## config.mk

```make
export PLATFORM = sky130hd
export DESIGN_NAME = multi_channel_patgen
export DESIGN_NICKNAME = d
export VERILOG_FILES = /design/src/rtl/multi_channel_patgen.sv
export SDC_FILE = /design/constraint.sdc
export NUM_CORES = 2
export LEC_CHECK = 0
export CAP_MARGIN = 25
export CORE_ASPECT_RATIO = 0.6
export CORE_MARGIN = 5
export CORE_UTILIZATION = 65
export DETAILED_ROUTE_END_ITERATION = 10
export PLACE_DENSITY = 0.86
export SLEW_MARGIN = 25
export SYNTH_ARGS = -nofsm -noshare
export SYNTH_HDL_FRONTEND = slang
export SYNTH_SLANG_ARGS = --single-unit
```

## constraint.sdc

```tcl
create_clock -name clk -period 10 [get_ports clk]
set_clock_uncertainty 0.15 [all_clocks]
set_input_delay 2 -clock clk [delete_from_list [all_inputs] [get_ports clk]]
set_output_delay 2 -clock clk [all_outputs]
set_load 0.01 [all_outputs]
```

## src/rtl/multi_channel_patgen.sv

```systemverilog
// multi_channel_patgen: NCH independent pulse-set generators sharing one config port, suspend and sync input.
// Define MULTI_CHANNEL_PATGEN_READBACK_EN to add a registered config/status read port.
module multi_channel_patgen #(
  parameter int NCH = 4,
  parameter int CNT_W = 16,
  localparam int CH_AW = (NCH > 1) ? $clog2(NCH) : 1
) (
  input  logic             clk,
  input  logic             resn,
  input  logic             suspend,
  input  logic             syncrst,
  input  logic             cfg_write,
  input  logic [CH_AW+2:0] cfg_address,
  input  logic [CNT_W-1:0] cfg_data,
`ifdef MULTI_CHANNEL_PATGEN_READBACK_EN
  input  logic [CH_AW+2:0] cfg_read_address,
  output logic [CNT_W-1:0] cfg_read_data,
`endif
  output logic [NCH-1:0]   out,
  output logic [NCH-1:0]   running,
  output logic [NCH-1:0]   done
);
  typedef enum logic [2:0] {IDLE, WAIT_SYNC, DELAY, HIGH, LOW, DONE} state_t;
  logic [2:0] sync_q;
  logic sync_edge;
  logic [CH_AW-1:0] wr_ch;
  logic [2:0] wr_reg;
  assign {wr_ch, wr_reg} = cfg_address;
  assign sync_edge = sync_q[1] & ~sync_q[2];
  always_ff @(posedge clk or negedge resn)
    if (!resn) sync_q <= '0;
    else sync_q <= {sync_q[1:0], syncrst};
`ifdef MULTI_CHANNEL_PATGEN_READBACK_EN
  logic [CNT_W-1:0] rb [NCH][8];
  logic [CH_AW-1:0] rd_ch;
  assign rd_ch = cfg_read_address[CH_AW+2:3];
  always_ff @(posedge clk or negedge resn)
    if (!resn) cfg_read_data <= '0;
    else cfg_read_data <= (int'(rd_ch) < NCH) ? rb[rd_ch][cfg_read_address[2:0]] : '0;
`endif
  for (genvar c = 0; c < NCH; c++) begin : g_ch
    state_t state, nstate;
    logic [CNT_W-1:0] numpulses, period, runlen, idelay, clkfac;
    logic [CNT_W-1:0] l_per_m1, l_clkfac, div, cnt, prem, sets;
    logic synced, done_q, sel, arm, abort, tick, expire, start, end_set, set_last;
    assign sel = cfg_write && wr_ch == CH_AW'(c);
    assign arm = sel && wr_reg == 3'd5 && cfg_data[1];
    assign abort = sel && wr_reg == 3'd5 && !cfg_data[1];
    assign tick = div == '0;
    assign expire = tick && cnt == '0;
    assign set_last = runlen != '0 && sets + CNT_W'(1) >= runlen;
    assign out[c] = state == HIGH;
    assign running[c] = state inside {DELAY, HIGH, LOW};
    assign done[c] = done_q;
`ifdef MULTI_CHANNEL_PATGEN_READBACK_EN
    assign rb[c] = '{numpulses, period, runlen, idelay, clkfac,
                     CNT_W'({done_q, running[c], synced}), sets, CNT_W'(state)};
`endif
    always_comb begin
      nstate = state;
      start = 1'b0;
      end_set = 1'b0;
      if (arm) begin
        nstate = cfg_data[0] ? WAIT_SYNC : DELAY;
        start = !cfg_data[0];
      end else if (abort) nstate = IDLE;
      else if (!suspend)
        case (state)
          WAIT_SYNC: begin
            nstate = sync_edge ? DELAY : WAIT_SYNC;
            start = sync_edge;
          end
          DELAY: nstate = expire ? HIGH : DELAY;
          HIGH: begin
            nstate = expire ? LOW : HIGH;
            end_set = expire && prem <= CNT_W'(1);
          end
          LOW: nstate = expire ? HIGH : LOW;
          default: ;
        endcase
      if (end_set) begin
        nstate = set_last ? DONE : synced ? WAIT_SYNC : DELAY;
        start = !set_last && !synced;
      end
    end
    always_ff @(posedge clk or negedge resn)
      if (!resn) begin
        state <= IDLE;
        numpulses <= '0;
        period <= '0;
        runlen <= '0;
        idelay <= '0;
        clkfac <= '0;
        synced <= 1'b0;
        done_q <= 1'b0;
        l_per_m1 <= '0;
        l_clkfac <= '0;
        div <= '0;
        cnt <= '0;
        prem <= '0;
        sets <= '0;
      end else begin
        state <= nstate;
        if (sel)
          case (wr_reg)
            3'd0: numpulses <= cfg_data;
            3'd1: period <= cfg_data;
            3'd2: runlen <= cfg_data;
            3'd3: idelay <= cfg_data;
            3'd4: clkfac <= cfg_data;
            3'd5: synced <= cfg_data[0];
            default: ;
          endcase
        if (arm) begin
          done_q <= 1'b0;
          sets <= '0;
        end else if (end_set) begin
          sets <= sets + CNT_W'(1);
          if (set_last) done_q <= 1'b1;
        end
        // set start snapshots timing config so mid-set writes only affect the next set
        if (start) begin
          l_per_m1 <= (period == '0) ? '0 : period - CNT_W'(1);
          l_clkfac <= clkfac;
          div <= clkfac;
          cnt <= idelay;
          prem <= (numpulses == '0) ? CNT_W'(1) : numpulses;
        end else if (!suspend && running[c]) begin
          div <= tick ? l_clkfac : div - CNT_W'(1);
          if (tick) cnt <= (cnt == '0) ? l_per_m1 : cnt - CNT_W'(1);
          if (state == LOW && expire) prem <= prem - CNT_W'(1);
        end
      end
  end
endmodule

```

==> metrics.cfg <==
[yosys]
yosys.area.top_type=dfrtp_1
syn_avg_cell_area_um2=10.4
synth-async-reset-ratio_pct=100
yosysMostFrequentCell=dfrtp_1
synth_top_area_share_pct=48.0
synth.area.top_cells=dfrtp_1 (48%), mux2_2 (16%), nand2_1 (3.5%)
synth_nets=3766
synth_cell_type_count=78
synth_area_um2=37900
ys.warnings.count=0
syn_inst=3652
synth.top_cells.by_count=dfrtp_1 (727), mux2_2 (539), nand2_1 (349)
synth_ff_type=dfrtp_1
synth_edf_count=0
yosysSeqAreaShare_pct=48.0
synth-seq-cells=727

[global_routing]
grt_pass1_wl_um=151000
antenna_found_initial=6
grt_pass1_vias=27800
grt_max_degree=177
grt_usage_pct=29.3
overflow=0

[layout]
multi_input_area_um2=18400
regArea_um2=18200
nFillCells=3890
drive_gt1_share_pct=20.5
instances_no_fill=4457
nNetsFinal=3744
synthToLayoutAreaGrowth_pct=8.93

[die]
initial_utilization_pct=65.8
die_area_um2=63400
ios=38
rows=68
die-height_um=197
core_um2=57600
die_x_um=322

[sta]
grt_setup_unrepaired=false
fmax_mhz=184
drv_slew=0
hold_viol=0
worstMarginPinSlew_ns=1.01
fin_crit_ns=5.44
setup_slack_ns=4.56
setup-violations-final=0
slew_headroom_pct=32.4
setup_tns_ns=0
fin_crit_sh_pct=54.4

[pwr]
p_sw_uw=3190
p_leak_uw=0.0191
power_density_nw_per_um2=233
p_seq_share_pct=45.6
peakVddDrop_mv=0.173
p_sw_share_pct=33.2
internal-power_uw=6430
p_clk_share_pct=28.3
power_frac_comb_pct=26.0

[clock_tree]
clock_latency_ns=0.62
cts_buffer_depth=3
postCtsHoldBufs=0
path_clk_slew_ns=0.07
post_cts_buffers=0
cts_made_buffers=69
h-tree-depth=3
root_buffer=clkbuf_16
cts_resized=0
cts_tree=yes
cts_sinks=727

[placed_design]
gp_congestion=0.896
numPortBuffers=37
place_hpwl_um=57800
dp_slack_ns=3.67
dp.cells=4325

[worst_setup_path]
endpoint_kind=flip-flop
cp.arrival_ns=5.77
critical_path_buf_inv_count=2
required_ns=10.34
cp.depth=15
cpMaxStageDelayCell=a2111oi_0
cp-start-kind=flip-flop
worstRegToRegCells=15
crit_chain=nand4_1, nor3_1, and3_1, and3_1, nand3_1, xnor2_1, ha_1, nand4_1, a21oi_1, a2111oi_0, a21oi_1, o31ai_4, buf_4, buf_16, mux2_2
slowest_delay_ns=0.63
path_delay_family=simple AND/OR/NAND/NOR gates
critPathKind=flip-flop to flip-flop
crit_path_max_fanout=58

[detailed_routing]
vias=28600
first_pass_iters=6
via_per_inst=6.41
wl_um=93700
wl_per_cell_um=21.0
drtIter0Drc=3198
post-route-drc-count=0
ant_nets=0

[min_path]
hold_depth=0
hold_path.class=flip-flop to flip-flop

[outcome]
outcome=finished clean

[run]
maxCapViolCount=0

==> cells in the final DEF, fill, tap and decap left out, types with 13 or more instances in the layout <==
cell type / n
nand3_1: 96
nand3b_1: 13
mux2_2: 539
o22ai_1: 19
o21ai_0: 226
xnor2_1: 93
mux2i_1: 23
nor4_1: 81
or4_1: 31
o31ai_1: 45
xor2_1: 74
clkbuf_16: 72
o211ai_1: 13
ha_1: 88
nand2b_1: 39
a21oi_1: 144
nand4_1: 23
nor3_1: 108
a31oi_1: 24
clkbuf_8: 13
clkinv_2: 15
clkdlybuf4s50_1: 33
mux2_4: 22
or3_1: 47
inv_1: 148
a21o_1: 19
buf_4: 38
dfrtp_1: 727
nand2_1: 349
nor2_1: 287
and3_1: 33
==> power by group through the flow <==
stage	Sequential [uW]	Combinational [uW]	Clock, uW
after floorplan	4160	1920	0
after global placement	4350	2290	0
after detailed placement	4390	2430	0
after CTS	4360	2480	2760
after global routing	4480	2790	2880
final	4390	2510	2730
==> worst paths after layout <==
check / startpoint / slack, ns / endpoint
hold reg to reg: sync_q[0]$_DFF_PN0_ / 0.27 / sync_q[1]$_DFF_PN0_
max in group asynchronous: resn / 6.33 / g_ch[0].div[11]$_DFFE_PN0P_
min in group asynchronous: resn / 1.25 / g_ch[3].clkfac[8]$_DFFE_PN0P_
setup reg to reg: g_ch[2].sets[2]$_DFFE_PN0P_ / 4.56 / g_ch[2].cnt[0]$_DFFE_PN0P_
setup / recovery: g_ch[2].sets[2]$_DFFE_PN0P_ / 4.56 / g_ch[2].cnt[0]$_DFFE_PN0P_
hold / removal: sync_q[0]$_DFF_PN0_ / 0.27 / sync_q[1]$_DFF_PN0_
==> layer usage <==
| layer | wire [um] | vias to the layer above | share of wire, % | GRT usage, % |
|---|---|---|---|---|
| li1 | - | 12900 | - | - |
| met2 | 41500 | 1234 | 44 | 44.0 |
| met1 | 40800 | 14200 | 44 | 43.0 |
| met3 | 8510 | 209 | 9.1 | 6.58 |
| met5 | 11 | - | 0.012 | 0 |
| met4 | 2780 | 2 | 3.0 | 9.13 |
==> per-stage QoR <==
stage | instance area, um^2 | power, uW | utilization [%] | hold WS [ns]
after floorplan | 37900 | 6090 | - | 0.181
after global placement | 38800 | 6650 | 67.4 | 0.234
after detailed placement | 38800 | 6820 | 67.4 | 0.245
after CTS | 41200 | 9610 | 71.5 | 0.278
after global routing | 41300 | 10200 | 71.6 | 0.269
final | 41300 | 9620 | 71.6 | 0.266
==> area by class of cell <==
type	instances	share of cell area [%]
antenna	2	0.0121
clock buffer	96	4.90
clock inverter	30	0.764
inverter	148	1.35
multi-input combinational	2600	44.6
sequential	727	44.1
tap	770	2.33
timing repair buffer	84	1.94
==> cells by family (layout without fill, tap and decap cells) <==
kind of cell / count (synthesis) / after routing / synth area share [%]
muxes: 588 / 588 / 17.6
buffers and inverters: 325 / 358 / 3.48
adders and majority gates: 88 / 88 / 2.91
other: 0 / 2 / 0
and+or+nand+nor: 1185 / 1185 / 15.1
AOI/OAI and AO/OA: 572 / 572 / 9.01
DFF: 727 / 727 / 48.0
xor gates and xnor gates: 167 / 167 / 3.86
Power figures use the tool's default switching activity.
